[src/rtl/regfile_arbiter_if.sv]
// -----------------------------------------------------------------------------
// regfile_arbiter_if
// Bundles the two requester command/response channels and the register-file
// control pins that sit around regfile_arbiter.
//   Requester A/B : ReqX, WrX, AddrX, WDataX  -> arbiter
//                   GntX, RValidX, RDataX     <- arbiter
//   Register file : RF_WrEn, RF_RdEn, RF_Address, RF_WrData <- arbiter
//                   RF_RdData                               -> arbiter
// modport slave  : the arbiter's view.
// modport master : the environment's view (requesters + register file).
// -----------------------------------------------------------------------------
interface regfile_arbiter_if #(
    parameter int unsigned addrs_wdth = 3,
    parameter int unsigned mem_wdth   = 16
);
    // Requester A
    logic                  ReqA;
    logic                  WrA;
    logic [addrs_wdth-1:0] AddrA;
    logic [mem_wdth-1:0]   WDataA;
    logic                  GntA;
    logic                  RValidA;
    logic [mem_wdth-1:0]   RDataA;

    // Requester B
    logic                  ReqB;
    logic                  WrB;
    logic [addrs_wdth-1:0] AddrB;
    logic [mem_wdth-1:0]   WDataB;
    logic                  GntB;
    logic                  RValidB;
    logic [mem_wdth-1:0]   RDataB;

    // Register file pins
    logic                  RF_WrEn;
    logic                  RF_RdEn;
    logic [addrs_wdth-1:0] RF_Address;
    logic [mem_wdth-1:0]   RF_WrData;
    logic [mem_wdth-1:0]   RF_RdData;

    modport slave (
        input  ReqA, WrA, AddrA, WDataA,
        input  ReqB, WrB, AddrB, WDataB,
        input  RF_RdData,
        output GntA, RValidA, RDataA,
        output GntB, RValidB, RDataB,
        output RF_WrEn, RF_RdEn, RF_Address, RF_WrData
    );

    modport master (
        output ReqA, WrA, AddrA, WDataA,
        output ReqB, WrB, AddrB, WDataB,
        output RF_RdData,
        input  GntA, RValidA, RDataA,
        input  GntB, RValidB, RDataB,
        input  RF_WrEn, RF_RdEn, RF_Address, RF_WrData
    );
endinterface

[src/rtl/regfile_arbiter.sv]
// -----------------------------------------------------------------------------
// regfile_arbiter
// Round-robin arbiter/sequencer letting two requesters (A, B) share a
// single-port register file with a registered read port.
// Ports:
//   CLK  : clock, rising edge.
//   RST  : asynchronous active-high reset.
//   bus  : regfile_arbiter_if.slave - requester handshakes and RF pins.
// A command is accepted only in IDLE: the winner gets a one-cycle Gnt and the
// matching one-cycle RF strobe. Writes finish in WR; reads pass RD (RF
// samples RdEn) and RWAIT (RF output is valid) before returning data.
// All outputs are registered.
// -----------------------------------------------------------------------------
module regfile_arbiter #(
    parameter int unsigned addrs_wdth = 3,
    parameter int unsigned mem_wdth   = 16
) (
    input  logic             CLK,
    input  logic             RST,
    regfile_arbiter_if.slave bus
);
    localparam int unsigned AW = addrs_wdth;
    localparam int unsigned DW = mem_wdth;

    typedef enum logic [1:0] {
        IDLE  = 2'd0,
        WR    = 2'd1,
        RD    = 2'd2,
        RWAIT = 2'd3
    } state_e;

    typedef struct packed {
        logic          wr;
        logic [AW-1:0] addr;
        logic [DW-1:0] wdata;
    } cmd_t;

    state_e state_q, state_d;

    logic          gnt_a_q,    gnt_a_d;
    logic          gnt_b_q,    gnt_b_d;
    logic          rvalid_a_q, rvalid_a_d;
    logic          rvalid_b_q, rvalid_b_d;
    logic [DW-1:0] rdata_a_q,  rdata_a_d;
    logic [DW-1:0] rdata_b_q,  rdata_b_d;
    logic          rf_wr_en_q, rf_wr_en_d;
    logic          rf_rd_en_q, rf_rd_en_d;
    logic [AW-1:0] rf_addr_q,  rf_addr_d;
    logic [DW-1:0] rf_wdata_q, rf_wdata_d;
    logic          last_b_q,   last_b_d;   // 1: B was served last
    logic          owner_b_q,  owner_b_d;  // 1: current transaction is B's

    logic win_a_c;
    logic win_b_c;
    cmd_t win_cmd_c;

    // Arbitration: a lone requester always wins; on a tie the side not served
    // last wins.
    always_comb begin : arb_comb
        win_a_c   = bus.ReqA && (!bus.ReqB || last_b_q);
        win_b_c   = bus.ReqB && !win_a_c;
        win_cmd_c = win_b_c ? cmd_t'{bus.WrB, bus.AddrB, bus.WDataB}
                            : cmd_t'{bus.WrA, bus.AddrA, bus.WDataA};
    end

    // State register
    always_ff @(posedge CLK or posedge RST) begin : state_reg
        if (RST) begin
            state_q <= IDLE;
        end else begin
            state_q <= state_d;
        end
    end

    // Next-state logic; requests are only looked at in IDLE
    always_comb begin : next_state_comb
        state_d = state_q;
        case (state_q)
            IDLE: begin
                if (win_a_c || win_b_c) begin
                    state_d = win_cmd_c.wr ? WR : RD;
                end
            end
            WR:      state_d = IDLE;
            RD:      state_d = RWAIT;
            RWAIT:   state_d = IDLE;
            default: state_d = IDLE;
        endcase
    end

    // Output/datapath next values; strobes default low, data registers hold
    always_comb begin : output_comb
        gnt_a_d    = 1'b0;
        gnt_b_d    = 1'b0;
        rvalid_a_d = 1'b0;
        rvalid_b_d = 1'b0;
        rf_wr_en_d = 1'b0;
        rf_rd_en_d = 1'b0;
        rdata_a_d  = rdata_a_q;
        rdata_b_d  = rdata_b_q;
        rf_addr_d  = rf_addr_q;
        rf_wdata_d = rf_wdata_q;
        last_b_d   = last_b_q;
        owner_b_d  = owner_b_q;
        case (state_q)
            IDLE: begin
                if (win_a_c || win_b_c) begin
                    gnt_a_d    = win_a_c;
                    gnt_b_d    = win_b_c;
                    rf_addr_d  = win_cmd_c.addr;
                    rf_wdata_d = win_cmd_c.wdata;
                    rf_wr_en_d = win_cmd_c.wr;
                    rf_rd_en_d = !win_cmd_c.wr;
                    last_b_d   = win_b_c;
                    owner_b_d  = win_b_c;
                end
            end
            RWAIT: begin
                // RF_RdData was registered by the RF at the RD->RWAIT edge
                if (owner_b_q) begin
                    rdata_b_d  = bus.RF_RdData;
                    rvalid_b_d = 1'b1;
                end else begin
                    rdata_a_d  = bus.RF_RdData;
                    rvalid_a_d = 1'b1;
                end
            end
            default: ;
        endcase
    end

    // Output and datapath registers; pointer resets to "B served last"
    always_ff @(posedge CLK or posedge RST) begin : out_reg
        if (RST) begin
            gnt_a_q    <= 1'b0;
            gnt_b_q    <= 1'b0;
            rvalid_a_q <= 1'b0;
            rvalid_b_q <= 1'b0;
            rdata_a_q  <= '0;
            rdata_b_q  <= '0;
            rf_wr_en_q <= 1'b0;
            rf_rd_en_q <= 1'b0;
            rf_addr_q  <= '0;
            rf_wdata_q <= '0;
            last_b_q   <= 1'b1;
            owner_b_q  <= 1'b0;
        end else begin
            gnt_a_q    <= gnt_a_d;
            gnt_b_q    <= gnt_b_d;
            rvalid_a_q <= rvalid_a_d;
            rvalid_b_q <= rvalid_b_d;
            rdata_a_q  <= rdata_a_d;
            rdata_b_q  <= rdata_b_d;
            rf_wr_en_q <= rf_wr_en_d;
            rf_rd_en_q <= rf_rd_en_d;
            rf_addr_q  <= rf_addr_d;
            rf_wdata_q <= rf_wdata_d;
            last_b_q   <= last_b_d;
            owner_b_q  <= owner_b_d;
        end
    end

    assign bus.GntA       = gnt_a_q;
    assign bus.GntB       = gnt_b_q;
    assign bus.RValidA    = rvalid_a_q;
    assign bus.RValidB    = rvalid_b_q;
    assign bus.RDataA     = rdata_a_q;
    assign bus.RDataB     = rdata_b_q;
    assign bus.RF_WrEn    = rf_wr_en_q;
    assign bus.RF_RdEn    = rf_rd_en_q;
    assign bus.RF_Address = rf_addr_q;
    assign bus.RF_WrData  = rf_wdata_q;

endmodule

[src/flat_wrapper.sv]
// flat-port wrapper written by rule: the top's interface ports become plain ports
module regfile_arbiter_flat 
#(
    parameter int unsigned addrs_wdth = 3,
    parameter int unsigned mem_wdth   = 16
)
  (CLK, RST, bus_ReqA, bus_WrA, bus_AddrA, bus_WDataA, bus_ReqB, bus_WrB, bus_AddrB, bus_WDataB, bus_RF_RdData, bus_GntA, bus_RValidA, bus_RDataA, bus_GntB, bus_RValidB, bus_RDataB, bus_RF_WrEn, bus_RF_RdEn, bus_RF_Address, bus_RF_WrData);
  regfile_arbiter_if #(.addrs_wdth(addrs_wdth), .mem_wdth(mem_wdth)) bus_i ();
  input  logic CLK;
  input  logic RST;
  input wire logic [$bits(bus_i.ReqA)-1:0] bus_ReqA;
  input wire logic [$bits(bus_i.WrA)-1:0] bus_WrA;
  input wire logic [$bits(bus_i.AddrA)-1:0] bus_AddrA;
  input wire logic [$bits(bus_i.WDataA)-1:0] bus_WDataA;
  input wire logic [$bits(bus_i.ReqB)-1:0] bus_ReqB;
  input wire logic [$bits(bus_i.WrB)-1:0] bus_WrB;
  input wire logic [$bits(bus_i.AddrB)-1:0] bus_AddrB;
  input wire logic [$bits(bus_i.WDataB)-1:0] bus_WDataB;
  input wire logic [$bits(bus_i.RF_RdData)-1:0] bus_RF_RdData;
  output wire logic [$bits(bus_i.GntA)-1:0] bus_GntA;
  output wire logic [$bits(bus_i.RValidA)-1:0] bus_RValidA;
  output wire logic [$bits(bus_i.RDataA)-1:0] bus_RDataA;
  output wire logic [$bits(bus_i.GntB)-1:0] bus_GntB;
  output wire logic [$bits(bus_i.RValidB)-1:0] bus_RValidB;
  output wire logic [$bits(bus_i.RDataB)-1:0] bus_RDataB;
  output wire logic [$bits(bus_i.RF_WrEn)-1:0] bus_RF_WrEn;
  output wire logic [$bits(bus_i.RF_RdEn)-1:0] bus_RF_RdEn;
  output wire logic [$bits(bus_i.RF_Address)-1:0] bus_RF_Address;
  output wire logic [$bits(bus_i.RF_WrData)-1:0] bus_RF_WrData;
  assign bus_i.ReqA = bus_ReqA;
  assign bus_i.WrA = bus_WrA;
  assign bus_i.AddrA = bus_AddrA;
  assign bus_i.WDataA = bus_WDataA;
  assign bus_i.ReqB = bus_ReqB;
  assign bus_i.WrB = bus_WrB;
  assign bus_i.AddrB = bus_AddrB;
  assign bus_i.WDataB = bus_WDataB;
  assign bus_i.RF_RdData = bus_RF_RdData;
  assign bus_GntA = bus_i.GntA;
  assign bus_RValidA = bus_i.RValidA;
  assign bus_RDataA = bus_i.RDataA;
  assign bus_GntB = bus_i.GntB;
  assign bus_RValidB = bus_i.RValidB;
  assign bus_RDataB = bus_i.RDataB;
  assign bus_RF_WrEn = bus_i.RF_WrEn;
  assign bus_RF_RdEn = bus_i.RF_RdEn;
  assign bus_RF_Address = bus_i.RF_Address;
  assign bus_RF_WrData = bus_i.RF_WrData;
  regfile_arbiter #(.addrs_wdth(addrs_wdth), .mem_wdth(mem_wdth)) u_core (.CLK(CLK), .RST(RST), .bus(bus_i));
endmodule
[config.mk]
export PLATFORM = sky130hd
export DESIGN_NAME = regfile_arbiter_flat
export DESIGN_NICKNAME = d
export VERILOG_FILES = /design/src/rtl/regfile_arbiter_if.sv /design/src/rtl/regfile_arbiter.sv /design/src/flat_wrapper.sv
export SDC_FILE = /design/constraint.sdc
export NUM_CORES = 1
export LEC_CHECK = 0
export BUFFER_PORTS_ARGS = -buffer_cell sky130_fd_sc_hd__buf_2
export CORE_ASPECT_RATIO = 0.8
export CORE_UTILIZATION = 45
export DETAILED_ROUTE_END_ITERATION = 8
export PLACE_DENSITY = 0.77
export SETUP_SLACK_MARGIN = 0.15
export SLEW_MARGIN = 30
export SYNTH_ARGS = -nofsm -noshare
export SYNTH_HDL_FRONTEND = slang
export SYNTH_SLANG_ARGS = --single-unit
[constraint.sdc]
create_clock -name CLK -period 2.4 [get_ports CLK]
set_clock_uncertainty 0.2 [all_clocks]
set_input_delay 0.24 -clock CLK [delete_from_list [all_inputs] [get_ports CLK]]
set_output_delay 0.24 -clock CLK [all_outputs]
set_load 0.03 [all_outputs]
==> metrics, run 1 <==
CTS Sinks 61; max-cap violation count 0; Max Slew Vio Count 0; Final Setup Violations 0; first-pass GRT wire length 9.156 mm; setup TNS 0 ns; Post-Synthesis Cells 160; final core occ 0.6639; dpl cell area approximately 3300 um^2; Area growth, synth to finish 41.05%; setup ws final 0.4063 ns; Top cell by count, worst path mux2_2; Setup Fix Bufs, Post-CTS 0; status finished, final reports clean; syn avg cell area roughly 16 um^2; Core Region 5465 um^2; synthesized area 2572 um^2; clk_lat worst skew about 0.32 ns; Die Wd 86.53 um; initial antenna violation count 0; met2 routed WL 3.072 mm; number of diodes 0; # port buffers 116; dpl cells 350; worst endpoint required time roughly 2.4 ns; RSZ-0062 raised after global routing false; Post-Syn Nets 220; Seq cells post-synth 61; VDD IR max 0.0005984 V; Post-Layout Inst Area 3628 um^2; fin crit share 0.8307; vias in the first global route 1965; ANT nets after route 0; H-Tree Level Count 3; CTS root buf clkbuf_8; post-detail-place hpwl 3.998 mm; number of top-level pins 117; YS warnings 0; DR top layer met4; nets about 360; crit path DAT 2.00 ns; worst-case clock buffer depth 2; All-Layer GR Usage 0.2053; crit path max fanout 18; pin count of the biggest net entering global routing 36; unique cell type count in the Yosys netlist 24; gpl congestion slightly above 0.7; metal3 WL between 300 and 400 um; via/cell ratio 4.705; vias 1802; Hold Violations, Final 0; wirelength, routed 5.599 mm; Num CTS Buffers 9; Critical Path Source Type input pin; Static Leak 1.840 nW; slowest stage delay, CP roughly 0.53 ns; Worst-path clk slew ~0.060 ns; Tmin final 1.994 ns; Worst Setup End Kind flip-flop; hold slack 0.05639 ns; WL/cell about 15 um; Worst slew margin 0.6149; Slew @ Worst Pin approximately 0.58 ns; critical path class input pin to flip-flop; Core Rows 24; CP cell instances dlygate4sd3_1, buf_2, a21bo_2, buf_12, mux2_2, mux2_2; Met1 Routed Length 2.169 mm; DRT iter0 DRCs 58; Final Non-Filler Cells 383; GR Overflow Total 0; Cell Pwr Density 1430 nW/um^2; CP max-delay cell dlygate4sd3_1; total power draw 5.189 mW; Die ar. between 6000 and 7000 um^2; Die Y between 60 and 70 um; TritonCTS clock tree yes; initial core utilization 0.4707; Seq/Total Area, Yosys 0.5939; hold crit path type input pin to flip-flop; DRC 0; Setup WS pre-CTS between 0.4 and 0.5 ns; Pre-Repair DR Iteration Count 3; layout cells sized above 1 0.6754; Max Freq roughly 500 MHz
[cells in the final DEF, fill, tap and decap left out]
master / count
dlygate4sd3_1: 19
and2_1: 1
nor2_1: 2
buf_2: 116
o21ai_0: 1
a22o_1: 1
a31oi_1: 1
mux2_2: 52
o21a_1: 1
a21oi_1: 2
nand2_1: 1
clkbuf_1: 2
clkinv_2: 1
o2bb2ai_1: 1
bufinv_16: 1
dfrtp_1: 60
nand3_2: 1
a21o_1: 1
nand3b_2: 1
inv_2: 1
buf_12: 3
mux2i_1: 1
nor3_1: 1
a21bo_2: 1
clkbuf_8: 10
dfstp_2: 1
inv_1: 4
mux2_4: 18
[critical path, delay by kind of cell]
family,cells,cell delay [ns]
compound gates,1,0.28
mux,2,0.60
buf+inv,3,0.88
[metal layers]
| layer | vias up | global-route usage |
|---|---|---|
| met1 | 895 | 0.2232 |
| met3 | 2 | 0.08929 |
| met2 | 56 | 0.3616 |
| met4 | 0 | 0.05741 |
| li1 | 849 | - |
| met5 | - | 0 |
[Yosys cell counts]
cell       count  share of area
clkbuf_2       1         0.0019
mux2i_1        1         0.0039
nor3_1         1         0.0019
nand3b_2       1         0.0044
dfstp_2        1          0.010
a22o_1         1         0.0034
dfrtp_1       60           0.58
buf_6          2         0.0088
mux2_4        18           0.11
o2bb2ai_1      1         0.0034
inv_1          5         0.0073
a21bo_2        1         0.0039
buf_4          2         0.0058
nand2_1        1         0.0015
nor2_1         2         0.0029
o21a_1         1         0.0029
buf_2          2         0.0039
a21o_1         1         0.0029
a21oi_1        2         0.0039
a31oi_1        1         0.0024
mux2_2        52           0.23
and2_1         1         0.0024
o21ai_0        1         0.0019
nand3_2        1         0.0039
[worst paths after layout]
check                                       from                       to  slack [ns]  cells after the start
min in group asynchronous                    RST     u_core.bus.RDataA[5]        0.32                      3
max                                     bus_ReqB  u_core.bus.RF_WrData[6]        0.41                      6
max in group asynchronous                    RST          u_core.last_b_q        1.04                      4
max reg2reg                    u_core.state_q[1]  u_core.bus.RF_WrData[3]        0.45                      4
min reg2reg                u_core.bus.RDataA[11]    u_core.bus.RDataA[11]        0.30                      1
min                                      bus_WrB       u_core.bus.RF_WrEn        0.06                      3
[cell type report]
class,instances,area (um^2)
fill,433,1837
sequential,61,1528
multi-input combinational,87,973.4
timing repair buffer,138,830.8
clock buffer,12,145.1
tap,78,97.59
clock inverter,2,35.03
inverter,5,18.77
[sequential cells by signal (all words and copies together), names as in the netlist]
name and flops:
u_core.state_q 2, u_core.bus.RValidA 1, u_core.bus.GntB 1, u_core.bus.RF_RdEn 1, u_core.bus.RF_Address 3, u_core.owner_b_q 1
u_core.bus.RF_WrEn 1, u_core.bus.RValidB 1, u_core.last_b_q 1, u_core.bus.RF_WrData 16, u_core.bus.RDataB 16, u_core.bus.RDataA 16
u_core.bus.GntA 1
[power by group]
part           internal [mW]  switching [mW]
Clock                  0.495           0.352
Combinational          0.994            1.54
Sequential              1.54           0.263
[kinds of logic (layout without fill, tap and decap cells)]
| family | after synthesis | in the layout | synth area share |
|---|---|---|---|
| buf+inv | 12 | 157 | 0.02772 |
| mux | 71 | 71 | 0.3366 |
| simple gates | 7 | 7 | 0.01702 |
| flops | 61 | 61 | 0.5939 |
| compound gates | 9 | 9 | 0.02481 |
[repair_timing]
action | 4_1_cts | 5_1_grt
setup endpoints to repair | 0 | 0
hold buffers | 19 | 0
resized for setup | 0 | 0
endpoints found under the hold margin | 60 | 0
No activity file was read; power rests on OpenSTA's default activity.
==> run 2: changes to the inputs <==
Settings changed: ABC_AREA set to 1.
Clock period 2.4 ns to 2.1 ns, I/O delays scaled along.
==> run 2 against run 1 <==
Effect of this change: synthesized cell count up 100%; die area increased by 2.2%; worst setup slack got worse by 0.065 ns; routed wire length rose by 27%; utilization rose by 6.7 points; critical path type unchanged; sequential power up 13%.
==> metrics, run 2 <==
Slew @ Worst Pin between 0.6 and 0.7 ns; Worst slew margin 0.5462; gpl congestion 0.8054; Die Wd 87.47 um; Critical Path Source Type input pin; top-area cell type share of the netlist area 0.5709; setup ws final 0.3416 ns; most common cell after layout, fill and taps aside nand2_1; RSZ-0062 raised after global routing false; Setup WS pre-CTS approximately 0.37 ns; slowest stage delay, CP around 0.57 ns; All-Layer GR Usage 0.2509; ANT nets after route 0; Seq cells post-synth 61; hold crit path type input pin to flip-flop; nets between 500 and 600; final core occ 0.7310; Top cell by count, worst path nand2_1; Static Leak 2.393 nW; Synth Area in Simple Gates 0.2226; post-detail-place hpwl 3.941 mm; max-cap violation count 0; Pre-Repair DR Iteration Count 4; WL/cell 12.29 um; vias in the first global route 2595; Worst-path clk slew 0.06 ns; delay-heaviest family, CP buffers and inverters; worst path bufs/invs 2; combinational family with the most area after synthesis simple AND/OR/NAND/NOR gates; Core Rows 24; clk_lat worst skew 0.33 ns; first-pass GRT wire length about 12 mm; CP cell instances dlygate4sd3_1, buf_2, a21o_1, nand2_1, nand3_1, nand2_1; initial antenna violation count 0; post-synthesis xor/xnor area fraction 0; post-cts gate resize count 0; wirelength, routed 7.118 mm; synthesized area 2630 um^2; Area growth, synth to finish 53.57%; H-Tree Level Count 3; Max Slew Vio Count 0; GR Overflow Total 0; Max Freq 568.7 MHz; crit path DAT 1.78 ns; Setup Fix Bufs, Post-CTS 0; VDD IR max 0.0006907 V; pin count of the biggest net entering global routing between 60 and 70; Synth Area in Adders 0; worst-case clock buffer depth 2; initial core utilization 0.4760; Commonest cells post-synth 118 x nand2_1, 65 x inv_1, 60 x dfrtp_1, 34 x o21ai_0, 23 x nand3_1; Die Y 70.38 um; status finished, final reports clean; DRT iter0 DRCs approximately 180; critical path class input pin to flip-flop; YS warnings 0; setup TNS 0 ns; Tmin final 1.758 ns; synth top area cells dfrtp_1 57%, nand2_1 17%, inv_1 9.3%; hold buffers post-CTS 57; CTS Sinks ~60; unique cell type count in the Yosys netlist 15; CTS root buf clkbuf_8; Num CTS Buffers 9; Hold Violations, Final 0; most common cell in the synthesized netlist nand2_1; most frequent cells in the layout 118 x nand2_1, 116 x buf_2, 64 x inv_1, 60 x dfrtp_1, 57 x dlygate4sd3_1; Core Region 5525 um^2; EDFF count, synth 0; number of diodes 0; Yosys top cell by area dfrtp_1; Post-synth ARST share 1.000; worst endpoint required time ~2.1 ns; DRC 0; vias 2615; Cell Pwr Density around 1400 nW/um^2; layout cells sized above 1 0.2794; Post-Syn Nets around 380; via/cell ratio roughly 4.5; Seq/Total Area, Yosys 0.5809; TritonCTS clock tree yes; mux cell area share after synthesis 0; fin crit share 0.8373; # port buffers 116; Worst Setup End Kind flip-flop; Synth Flop Type dfrtp_1; crit path max fanout 21; number of top-level pins 117; Final Setup Violations 0; Die ar. 6156 um^2; Compound-Gate Fraction of Synth Area 0.06946; CP max-delay cell a21o_1; syn avg cell area 8.168 um^2; Post-Synthesis Cells 322
==> run 2: changes by cell type after synthesis, moves of 2 or more <==
cell / previous run / this run
buf_4: 2 / 0
buf_6: 2 / 4
clkbuf_1: 0 / 7
inv_1: 5 / 65
mux2_2: 52 / 0
mux2_4: 18 / 0
nand2_1: 1 / 118
nand3_1: 0 / 23
o21ai_0: 1 / 34
==> run 2: per-stage QoR <==
step / total power [mW] / hold WS (ns) / area, um^2 / instances
finish: 5.832 / 0.03928 / 4039 / 579
global route: 6.224 / 0.06855 / 4039 / 579
CTS: 5.846 / 0.01139 / 4031 / 579
detailed placement: 4.727 / 0.1001 / 3268 / 506
global placement: 4.664 / 0.09198 / 3268 / 506
floorplan: 3.972 / 0.1400 / 2630 / 322
==> run 2: area by class of cell <==
cell class / instances / area, um^2
clock inverter: 4 / 47.55
clock buffer: 12 / 145.1
timing repair buffer: 177 / 1194
multi-input combinational: 181 / 779.5
sequential: 61 / 1528
fill: 444 / 1486
tap: 78 / 97.59
inverter: 66 / 247.7
==> run 2: logic make-up (layout without fill, tap and decap cells) <==
kind of cell    Yosys count  count (layout)
flops                    61              61
compound gates           36              36
simple gates            145             145
buf+inv                  80             259
==> run 2: worst paths after layout <==
kind	start	to	slack, ns	cells past startpoint
max	bus_ReqA	u_core.bus.RF_WrData[1]	0.34	6
min	bus_WDataB[3]	u_core.bus.RF_WrData[3]	0.04	5
max reg2reg	u_core.last_b_q	u_core.bus.RF_WrData[1]	0.35	4
min reg2reg	u_core.bus.RF_WrData[4]	u_core.bus.RF_WrData[4]	0.28	2
max in group asynchronous	RST	u_core.last_b_q	1.12	4
min in group asynchronous	RST	u_core.bus.RF_WrData[5]	0.29	4
==> run 2: per-layer routing <==
metal | GRT usage | part of all wire
met5 | 0 | 0
met4 | 0.1639 | 0.045
met3 | 0.06501 | 0.043
met2 | 0.4210 | 0.51
met1 | 0.2794 | 0.40
==> run 2: where the power goes <==
part	switching, mW	internal, mW	total [mW]
logic	1.95	0.827	2.77
clock network	0.432	0.577	1.01
registers	0.298	1.75	2.05
==> run 2: tightest hold or removal path: stages <==
cell	delay, ns
buf_2	0.09
inv_1	0.04
nand2_1	0.06
nand3_1	0.08
nand2_1	0.06
